==> src/rtl/dc_ex_stage_reg.sv <==
// Decode-to-execute pipeline register: valid/inst/pc/operands, flush to NOP, stall with per-operand forwarding.
// Optional held-cycle counter enabled by defining DC_EX_STALL_CNT_EN.
module dc_ex_stage_reg #(
  parameter int                 XLEN        = 32,
  parameter int                 NUM_OPS     = 2,
  parameter logic [XLEN-1:0]    RESET_PC    = '0,
  parameter logic [31:0]        NOP_INST    = 32'h0000_0013,
  parameter int                 STALL_CNT_W = 8
) (
  input  logic                    clk,
  input  logic                    resetn,
  input  logic                    in_valid,
  input  logic [31:0]             in_inst,
  input  logic [XLEN-1:0]         in_pc,
  input  logic [NUM_OPS*XLEN-1:0] in_ops,
  input  logic                    stall,
  input  logic                    flush,
  input  logic [NUM_OPS-1:0]      fwd_en,
  input  logic [NUM_OPS*XLEN-1:0] fwd_data,
  output logic                    out_valid,
  output logic [31:0]             out_inst,
  output logic [XLEN-1:0]         out_pc,
  output logic [NUM_OPS*XLEN-1:0] out_ops
`ifdef DC_EX_STALL_CNT_EN
  ,
  output logic [STALL_CNT_W-1:0]  held_cycles
`endif
);

  logic            valid_reg;
  logic [31:0]     inst_reg;
  logic [XLEN-1:0] pc_reg;

  // The stage advances on the falling clock edge.
  always_ff @(negedge clk or negedge resetn) begin
    if (!resetn) begin
      valid_reg <= 1'b0;
      inst_reg  <= NOP_INST;
      pc_reg    <= RESET_PC;
    end else if (flush) begin
      valid_reg <= 1'b0;
      inst_reg  <= NOP_INST;
    end else if (!stall) begin
      valid_reg <= in_valid;
      pc_reg    <= in_pc;
      inst_reg  <= in_valid ? in_inst : NOP_INST;
    end
  end

  genvar gi;
  generate
    for (gi = 0; gi < NUM_OPS; gi = gi + 1) begin : g_op
      logic [XLEN-1:0] op_reg;

      // Forwards only land in a real held instruction; bubbles keep zero operands.
      always_ff @(negedge clk or negedge resetn) begin
        if (!resetn) begin
          op_reg <= '0;
        end else if (flush) begin
          op_reg <= '0;
        end else if (stall) begin
          if (fwd_en[gi] && valid_reg)
            op_reg <= fwd_data[gi*XLEN +: XLEN];
        end else begin
          op_reg <= in_valid ? in_ops[gi*XLEN +: XLEN] : '0;
        end
      end

      assign out_ops[gi*XLEN +: XLEN] = op_reg;
    end
  endgenerate

  assign out_valid = valid_reg;
  assign out_inst  = inst_reg;
  assign out_pc    = pc_reg;

`ifdef DC_EX_STALL_CNT_EN
  logic [STALL_CNT_W-1:0] held_reg;

  // Saturating count of edges a valid instruction sits stalled here.
  always_ff @(negedge clk or negedge resetn) begin
    if (!resetn) begin
      held_reg <= '0;
    end else if (flush || !stall) begin
      held_reg <= '0;
    end else if (valid_reg && (held_reg != {STALL_CNT_W{1'b1}})) begin
      held_reg <= held_reg + STALL_CNT_W'(1);
    end
  end

  assign held_cycles = held_reg;
`endif

endmodule

==> config.mk <==
export PLATFORM = sky130hd
export DESIGN_NAME = dc_ex_stage_reg
export DESIGN_NICKNAME = d
export VERILOG_FILES = /design/src/rtl/dc_ex_stage_reg.sv
export SDC_FILE = /design/constraint.sdc
export NUM_CORES = 1
export LEC_CHECK = 0
export ABC_AREA = 0
export BUFFER_PORTS_ARGS = -buffer_cell sky130_fd_sc_hd__buf_2
export CAP_MARGIN = 15
export CELL_PAD_IN_SITES_DETAIL_PLACEMENT = 0
export CELL_PAD_IN_SITES_GLOBAL_PLACEMENT = 2
export CORE_ASPECT_RATIO = 0.9
export CORE_MARGIN = 2
export CORE_UTILIZATION = 26
export CTS_BUF_LIST = sky130_fd_sc_hd__clkbuf_4 sky130_fd_sc_hd__clkbuf_8 sky130_fd_sc_hd__clkbuf_16
export CTS_CLUSTER_DIAMETER = 60
export CTS_CLUSTER_SIZE = 25
export DETAILED_ROUTE_END_ITERATION = 7
export PLACE_DENSITY = 0.82
export SLEW_MARGIN = 20
export SYNTH_ARGS = -nofsm -noshare
export SYNTH_HDL_FRONTEND = slang
export SYNTH_SLANG_ARGS = --single-unit
==> constraint.sdc <==
create_clock -name clk -period 1.8 [get_ports clk]
set_input_delay 0.36 -clock clk [delete_from_list [all_inputs] [get_ports clk]]
set_output_delay 0.36 -clock clk [all_outputs]
set_load 0.02 [all_outputs]
==> metrics.txt, run 1 <==
Critical-path top delay cell dfstp_2; Post-synth EDFFs 0; fin worst setup slack -0.564 ns; CP Class reg -> out; total power 9.73 mW; DRC errors left 0; maximum VDD drop 0.610 mV; drt first pass iters 4; failing checks negative setup slack; HP Class reg -> reg; post-synth cell types 19; Mapped Avg Cell Area between 10 and 15 sq um; adder-cell share of the synthesized area 0%; crit-path max FO 2; CP peak stage delay between 0.5 and 0.6 ns; Hold Crit Depth 1; Post-synth top flop dfrtn_1; Buf/Inv on CP 1; Seq/Total Area, Yosys between 60% and 70%; worst clock skew 0.00537 ns; worst reg2reg path endpoint g_op[0].op_reg[30]$_DFFE_NN0P_; worst skew pair latency about 0.39 ns; Slew @ Worst Pin 0.325 ns; I/O pin cnt about 330; CP endpoint kind output port; Routed WL around 23 mm; Core Rows 49; overall routing resource usage slightly above 20%; Synth Net Count ~630; post-synthesis cell area between 0.005 and 0.006 sq mm; crit-path leading delay family flip-flops; Startpoint Class register; area fraction in and, or, nand and nor cells after synthesis slightly below 6%; vias in the first global route just over 6000; Post-Place Cells 1055; antenna violations before repair 0; Compound-Gate Fraction of Synth Area 22.2%; register-to-register setup slack roughly 0.34 ns; max_slew headroom around four fifths; Remaining Overflow, GRT 0; Via-to-Cell Ratio 4.77; hold_sp out_inst[27]$_DFFE_NN0P_; die width 153 um; CP arrival 2.00 ns; RR Startpoint out_valid$_DFFE_NN0P_; XOR/XNOR Fraction of Synth Area 0%; yosys warns 0; share of layout cells above drive strength 1 75.1%; clk root buf clkbuf_16; outcome complete, but fails checks; # port buffers 327; RSZ-0062 raised after global routing yes; area of the die between 0.02 and 0.025 sq mm; Synth Register Bits between 100 and 150; first-pass GRT wire length approximately 34 mm; total CTS buffers 17; depth of the most critical reg-to-reg path 5; largest family of logic cells by synthesized area compound AO/OA/AOI/OAI gates; Setup WS pre-CTS -0.601 ns; Crit path required time ~1.4 ns; power per cell area 839 mW/mm^2; die height 139 um; Iter 0 DRT Violations around 190; via count 5731; DR WL/cell roughly 19 um; Initial Util about a quarter; Final Hold Fails 0; crit-path cells buf_6; remaining antenna violation count after routing 0; Final setup viols about 260; CTS tree built; Detail Placement HPWL about 13 mm; CTS Sinks between 100 and 150; Core Region between 0.015 and 0.02 sq mm; Final nets between 1000 and 1500; max FFs per register 64; CTS HTree Levels 4; max-cap violations 0; Leak Pwr about 5.7 nW; n_diodes 0; ys async rst share 100%; deepest clock path buffer count 2; RePlAce Congestion around 0.77; area grow syn2layout 122%; final cell count without fillers 1201; CTS clk-pin slew, worst paths around 0.050 ns; post-synthesis mux area share slightly below 7%; largest net degree at the start of global routing 37; Slew Limit Fails 0; Worst Hold End out_inst[27]$_DFFE_NN0P_; Post-Synthesis Cells 432
power breakdown:
| part | leakage, nW | switching [mW] | internal (mW) |
|---|---|---|---|
| Sequential | 1.64 | 0.192 | 3.18 |
| Combinational | 3.78 | 1.04 | 1.49 |
| Clock | 0.318 | 1.40 | 2.42 |
| Total | 5.74 | 2.63 | 7.10 |
through the flow:
stage / hold WS (ns) / utilization (%) / instance area, sq um / setup TNS, ns
6_report: 0.471 / 58.4 / 11600 / -72.00
5_1_grt: 0.489 / 58.4 / 11600 / -78.33
4_1_cts: 0.466 / 56.7 / 11300 / -75.95
3_5_place_dp: 0.432 / 39.5 / 7840 / -72.08
3_3_place_gp: 0.424 / 39.5 / 7840 / -70.03
2_1_floorplan: 0.546 / - / 5340 / -33.08
worst max-delay path by stage:
stage | start | to | slack [ns] | cells past startpoint
after floorplan | flush | out_inst[10]$_DFFE_NN0P_ | -0.28 | 4
after global placement | flush | g_op[0].op_reg[31]$_DFFE_NN0P_ | -0.58 | 5
after detailed placement | flush | g_op[0].op_reg[9]$_DFFE_NN0P_ | -0.60 | 5
after CTS | out_inst[4]$_DFFE_NN1P_ | out_inst[4] | -0.58 | 1
after global routing | out_inst[4]$_DFFE_NN1P_ | out_inst[4] | -0.62 | 1
final | out_inst[1]$_DFFE_NN1P_ | out_inst[1] | -0.56 | 1
repair_timing:
action,4_1_cts,5_1_grt
setup buffers,60,44
pin swaps,74,24
hold buffers,0,0
gates cloned,26,5
setup endpoints to repair,256,257
gates resized for setup,425,92
layout make-up:
cell class / count / area (sq um)
fill: 1653 / 8270
clock inverter: 15 / 193
sequential: 129 / 3230
timing repair buffer: 515 / 4730
clock buffer: 20 / 460
multi-input combinational: 267 / 2670
tap: 255 / 319
worst register-to-register path, cell delays in order, from the launching register on:
cell,delay [ns]
dfrtn_1,0.42
buf_4,0.14
nand2_1,0.17
buf_12,0.24
o21ai_0,0.25
a2bb2oi_2,0.08
synth_stat cells (3+ instances only):
cell type	number	area (sq um)
a22o_1	29	254
a2bb2oi_1	64	561
buf_2	21	105
buf_4	3	22.5
clkbuf_1	11	41.3
dfrtn_1	126	3150
dfstp_2	3	78.8
mux2_1	20	225
mux2_2	12	135
nand2_1	70	263
o21ai_0	29	145
o21ai_1	35	175
o22a_1	3	26.3
cells in the final DEF, fill, tap and decap left out, drive strengths merged:
cell      instances
a22o             29
clkinvlp          4
nor3b             1
inv               4
dfrtn           126
dfstp             3
clkbuf           24
bufinv            4
clkinv            3
nand2            71
mux2             32
nor2              1
a2bb2oi          64
o22a              3
nand2b            1
buf             511
and2b             1
o21ai            64
kinds of logic after synthesis:
family	after synthesis
buffers and inverters	36
AND/OR/NAND/NOR	75
multiplexers	32
AO/OA/AOI/OAI	160
flip-flops	129
layer usage:
layer | wire length [um] | track usage (%)
met1 | 9250 | 25.3
met2 | 11700 | 35.4
met3 | 1350 | 5.16
met4 | 577 | 7.15
met5 | 0 | 0
(Power assumes the default switching activity.)
==> inputs of run 2 (changes only) <==
--- a/config.mk
+++ b/config.mk
@@ -14,7 +14,7 @@
 export CORE_MARGIN = 2
 export CORE_UTILIZATION = 26
 export CTS_BUF_LIST = sky130_fd_sc_hd__clkbuf_4 sky130_fd_sc_hd__clkbuf_8 sky130_fd_sc_hd__clkbuf_16
-export CTS_CLUSTER_DIAMETER = 60
+export CTS_CLUSTER_DIAMETER = 40
 export CTS_CLUSTER_SIZE = 25
 export DETAILED_ROUTE_END_ITERATION = 7
 export PLACE_DENSITY = 0.82
==> constraint.sdc (replaced) <==
create_clock -name clk -period 1.8 [get_ports clk]
set_input_delay 0.36 -clock clk [delete_from_list [all_inputs] [get_ports clk]]
set_output_delay 0.36 -clock clk [all_outputs]
set_load 0.1 [all_outputs]
==> metrics.txt, run 2 (same netlist as run 1, synthesis figures left out) <==
RePlAce Congestion 0.771 (+0.63%); most common cell after layout, fill and taps aside buf_2; DR WL/cell 18.8 um (-1.0%); via count 5412 (-5.6%); Core Rows 49 (unchanged); crit-path max FO 2 (unchanged); crit-path cells buf_12; CP endpoint kind output port; FF/Latch Area 0.00324 sq mm (+0.35%); Iter 0 DRT Violations 141 (-27%); # port buffers 327 (unchanged); RSZ-0062 raised after global routing yes; CTS tree built; area of the die 0.0213 sq mm (unchanged); overall routing resource usage 20.6% (-0.076 points); Sw Share 35.8% (+8.7 points); maximum VDD drop 0.772 mV (+27%); Via-to-Cell Ratio 4.71 (-1.4%); share of layout cells above drive strength 1 71.8% (-3.2 points); max_slew headroom 75.7% (-2.4 points); n_diodes 0 (unchanged); HP Class reg -> reg; Critical-path top delay cell dfstp_4; Setup WS pre-CTS -0.587 ns (+0.0146 ns); WP depth 1 (unchanged); Internal 7.45 mW (+5.0%); failing checks negative setup slack; Buf/Inv on CP 1 (unchanged); CTS clk-pin slew, worst paths 0.04 ns (about the same); die width 153 um (unchanged); Startpoint Class register; part of the power in the clock network 32.5% (-6.8 points); Final nets 1082 (-4.4%); CTS Sinks 129 (unchanged); Slew @ Worst Pin 0.365 ns (+0.0398 ns); Detail Placement HPWL 14.0 mm (+7.4%); Slew Limit Fails 0 (unchanged); worst skew pair latency 0.39 ns (about the same); register share of total power 29.9% (-4.8 points); vias in the first global route 5924 (-2.8%); depth of the most critical reg-to-reg path 5 (unchanged); Hold Crit Depth 1 (unchanged); fillers 1530 (-7.4%); Leak Pwr 5.66 nW (-1.5%); power per cell area 962 mW/mm^2 (+15%); Routed WL 21.7 mm (-5.2%); Psw 4.16 mW (+58%); most frequent cells in the layout buf_2, buf_12, dfrtn_1; clk root buf clkbuf_16; final core area utilization 60.7% (+2.4 points); Crit path required time 1.44 ns (about the same); Final Hold Fails 0 (unchanged); max FFs per register 64 (unchanged); antenna violations before repair 0 (unchanged); DRC errors left 0 (unchanged); deepest clock path buffer count 2 (unchanged); fin worst setup slack -0.693 ns (-0.129 ns); CP Class reg -> out; CP peak stage delay 0.63 ns (+0.08 ns); I/O pin cnt 328 (unchanged); placed cell areas 0.00972 sq mm (+24%); largest net degree at the start of global routing 63 (+70%); outcome complete, but fails checks; die height 139 um (unchanged); area grow syn2layout 131%; total CTS buffers 17 (unchanged); Remaining Overflow, GRT 0 (unchanged); Multi-input gate area 0.00254 sq mm (-4.7%); CTS HTree Levels 4 (unchanged); first-pass GRT wire length 34.1 mm (-0.86%); crit-path leading delay family flip-flops; drt first pass iters 4 (unchanged); remaining antenna violation count after routing 0 (unchanged); Initial Util 26.3% (unchanged); CP arrival 2.13 ns (+0.13 ns); Final Instance Area 0.0121 sq mm (+4.0%); combinational power share 37.6% (+12 points); worst clock skew 0.00489 ns (-0.000473 ns); Core Region 0.0199 sq mm (unchanged); Final setup viols 258 (+0.39%); max-cap violations 0 (unchanged)
run 2: worst paths after layout:
check / from / to / slack, ns
setup / recovery: out_inst[4]$_DFFE_NN1P_ / out_inst[4] / -0.69
hold / removal: out_inst[7]$_DFFE_NN0P_ / out_inst[7]$_DFFE_NN0P_ / 0.51
setup reg to reg: out_valid$_DFFE_NN0P_ / g_op[0].op_reg[30]$_DFFE_NN0P_ / 0.31
hold reg to reg: out_inst[7]$_DFFE_NN0P_ / out_inst[7]$_DFFE_NN0P_ / 0.51
max in group asynchronous: resetn / g_op[1].op_reg[27]$_DFFE_NN0P_ / 0.68
min in group asynchronous: resetn / out_inst[23]$_DFFE_NN0P_ / 0.71
run 2: cell type report:
class                   count  area share, %
repair buffers            465           44.1
clock inverters            15           1.59
clock buffers              19           3.75
well taps                 255           2.64
multi-input cells         267           21.0
flip-flops and latches    129           26.9
run 2: power by group through the flow:
stage / Combinational (mW) / Clock [mW] / Sequential [mW]
2_1_floorplan: 0.520 / 0.0138 / 5.14
3_3_place_gp: 3.85 / 0.0138 / 3.50
3_5_place_dp: 3.87 / 0.0138 / 3.50
5_1_grt: 4.51 / 4.02 / 3.50
4_1_cts: 4.29 / 3.85 / 3.47
6_report: 4.37 / 3.77 / 3.47
run 2: layer usage:
metal | global-route usage [%] | vias to the layer above | routed length, um
met3 | 7.16 | 27 | 1620
li1 | - | 2501 | -
met2 | 34.5 | 219 | 11000
met1 | 25.2 | 2665 | 8620
met4 | 5.65 | 0 | 416
met5 | 0 | - | 0
run 2: what timing repair did:
action,in CTS,in global routing
cloned,19,0
endpoints found under the setup margin,257,258
hold buffers,0,0
buffers inserted,42,31
gates resized for setup,166,37
pin swaps,43,14
run 2: per-stage QoR:
stage / hold slack [ns] / cells / power (mW) / setup TNS [ns]
5_1_grt: 0.522 / 1150 / 12.0 / -97.64
6_report: 0.508 / 1150 / 11.6 / -90.28
4_1_cts: 0.511 / 1127 / 11.6 / -90.42
3_3_place_gp: 0.506 / 1036 / 7.37 / -80.19
3_5_place_dp: 0.505 / 1036 / 7.39 / -81.66
2_1_floorplan: 0.750 / 432 / 5.68 / -89.90
==> inputs of run 3 (changes only) <==
--- a/config.mk
+++ b/config.mk
@@ -18,6 +18,7 @@
 export CTS_CLUSTER_SIZE = 25
 export DETAILED_ROUTE_END_ITERATION = 7
 export PLACE_DENSITY = 0.82
+export REMOVE_ABC_BUFFERS = 1
 export SLEW_MARGIN = 20
 export SYNTH_ARGS = -nofsm -noshare
 export SYNTH_HDL_FRONTEND = slang
==> metrics.txt, run 3 (same netlist as run 1, synthesis figures left out) <==
outcome complete, but fails checks; failing checks negative setup slack; area of the die 0.0213 sq mm (unchanged); # port buffers 327 (unchanged); register share of total power 29.3% (-0.6 points); CP peak stage delay 0.55 ns (-0.08 ns); fin worst setup slack -0.637 ns (+0.0561 ns); max_slew headroom 78.0% (+2.3 points); Remaining Overflow, GRT 0 (unchanged); RePlAce Congestion 0.788 (+2.1%); Detail Placement HPWL 14.2 mm (+1.6%); Core Rows 49 (unchanged); max FFs per register 64 (unchanged); largest net degree at the start of global routing 51 (-19%); Iter 0 DRT Violations 185 (+31%); Post-Place Cells 1047 (+1.1%); overall routing resource usage 22.2% (+1.6 points); most frequent cells in the layout buf_2, buf_12, dfrtn_1; highest routed layer met4; RSZ-0062 raised after global routing yes; CP Class reg -> out; die width 153 um (unchanged); M1 wire length 9.52 mm (+10%); clk root buf clkbuf_16; CP endpoint kind output port; crit-path cells buf_12; worst skew pair latency 0.40 ns (about the same); metal3 WL 1.98 mm (+22%); Final nets 1116 (+3.1%); most common cell after layout, fill and taps aside buf_2; die height 139 um (unchanged); Buf/Inv on CP 1 (unchanged); Crit path required time 1.44 ns (about the same); Slew Limit Fails 0 (unchanged); first-pass GRT wire length 36.3 mm (+6.6%); Setup WS pre-CTS -0.613 ns (-0.0268 ns); fillers 1429 (-6.6%); final cell count without fillers 1185 (+3.0%); CP arrival 2.08 ns (-0.05 ns); deepest clock path buffer count 2 (unchanged); CTS Sinks 129 (unchanged); power per cell area 930 mW/mm^2 (-3.3%); Via-to-Cell Ratio 4.78 (+1.7%); CTS HTree Levels 4 (unchanged); Psw 4.38 mW (+5.5%); maximum VDD drop 0.725 mV (-6.0%); share of layout cells above drive strength 1 77.1% (+5.3 points); crit-path max FO 2 (unchanged); crit-path leading delay family flip-flops; Startpoint Class register; CTS tree built; drt first pass iters 4 (unchanged); Final Hold Fails 0 (unchanged); via count 5670 (+4.8%); worst clock skew 0.00659 ns (+0.00170 ns); wire length on met2 12.2 mm (+11%); n_diodes 0 (unchanged); part of the power in the clock network 32.2% (-0.3 points); max-cap violations 0 (unchanged); Leak Pwr 6.00 nW (+5.9%); Internal 7.45 mW (about the same); total CTS buffers 17 (unchanged); combinational power share 38.5% (+0.9 points); CTS clk-pin slew, worst paths 0.04 ns (about the same); Critical-path top delay cell dfstp_2; area grow syn2layout 143%; Sw Share 37.1% (+1.3 points); vias in the first global route 6234 (+5.2%); final core area utilization 64.0% (+3.3 points); Routed WL 24.5 mm (+13%); DRC errors left 0 (unchanged); Slew @ Worst Pin 0.331 ns (-0.0340 ns); Final setup viols 255 (-1.2%); I/O pin cnt 328 (unchanged); remaining antenna violation count after routing 0 (unchanged); TNS Setup -88.16 ns (+2.12 ns); HP Class reg -> reg; antenna violations before repair 0 (unchanged); Core Region 0.0199 sq mm (unchanged); DR WL/cell 20.6 um (+9.6%); Initial Util 26.3% (unchanged); total power 11.8 mW (+1.9%)
run 3: cell types whose count changed in the layout (fill, tap and decap cells not counted), moves of 5 or more:
cell      previous run  this run
nand2_1             57        42
clkinv_4             1         6
o21ai_2             32        49
o21ai_4              0         6
o21ai_1             31         9
nand2_2             10        16
buf_4               81       101
nand2_4              2        11
run 3: layout make-up:
cell class / instances / area, sq um / area share [%]
Clock buffer: 18 / 450 / 3.54
Clock inverter: 17 / 195 / 1.53
Multi-Input combinational cell: 267 / 2760 / 21.7
Sequential cell: 129 / 3230 / 25.4
Tap cell: 255 / 319 / 2.51
Timing Repair Buffer: 499 / 5770 / 45.3
run 3: power groups by stage:
stage	registers [mW]	clock network, mW	logic (mW)
after CTS	3.46	3.86	4.37
after global placement	3.49	0.0139	3.76
final	3.46	3.81	4.56
after detailed placement	3.50	0.0139	3.78
after global routing	3.49	4.03	4.69
after floorplan	5.14	0.0139	0.381
run 3: what timing repair did:
item / in CTS / in global routing
pin swaps: 66 / 41
gates cloned: 27 / 3
hold buffers: 0 / 0
setup buffers: 52 / 35
endpoints found under the setup margin: 255 / 258
resized for setup: 239 / 86
run 3: stage by stage:
step | cell area (sq um) | hold WS (ns)
6_report | 12700 | 0.511
2_1_floorplan | 5060 | 0.747
3_3_place_gp | 9580 | 0.494
5_1_grt | 12700 | 0.524
4_1_cts | 12200 | 0.501
3_5_place_dp | 9580 | 0.501
run 3: final timing paths:
kind / from / endpoint / slack [ns] / cells past startpoint
max in group asynchronous: resetn / out_inst[5]$_DFFE_NN0P_ / 0.67 / 3
max reg2reg: out_valid$_DFFE_NN0P_ / g_op[1].op_reg[17]$_DFFE_NN0P_ / 0.28 / 5
max: out_inst[1]$_DFFE_NN1P_ / out_inst[1] / -0.64 / 1
min reg2reg: out_inst[6]$_DFFE_NN0P_ / out_inst[6]$_DFFE_NN0P_ / 0.51 / 1
min: out_inst[6]$_DFFE_NN0P_ / out_inst[6]$_DFFE_NN0P_ / 0.51 / 1
min in group asynchronous: resetn / g_op[1].op_reg[19]$_DFFE_NN0P_ / 0.72 / 2
run 3: layer usage:
| layer | vias to the layer above | global-route usage, % |
|---|---|---|
| met5 | - | 0 |
| met2 | 264 | 37.1 |
| met3 | 46 | 7.47 |
| met1 | 2794 | 26.5 |
| met4 | 0 | 8.45 |
| li1 | 2566 | - |
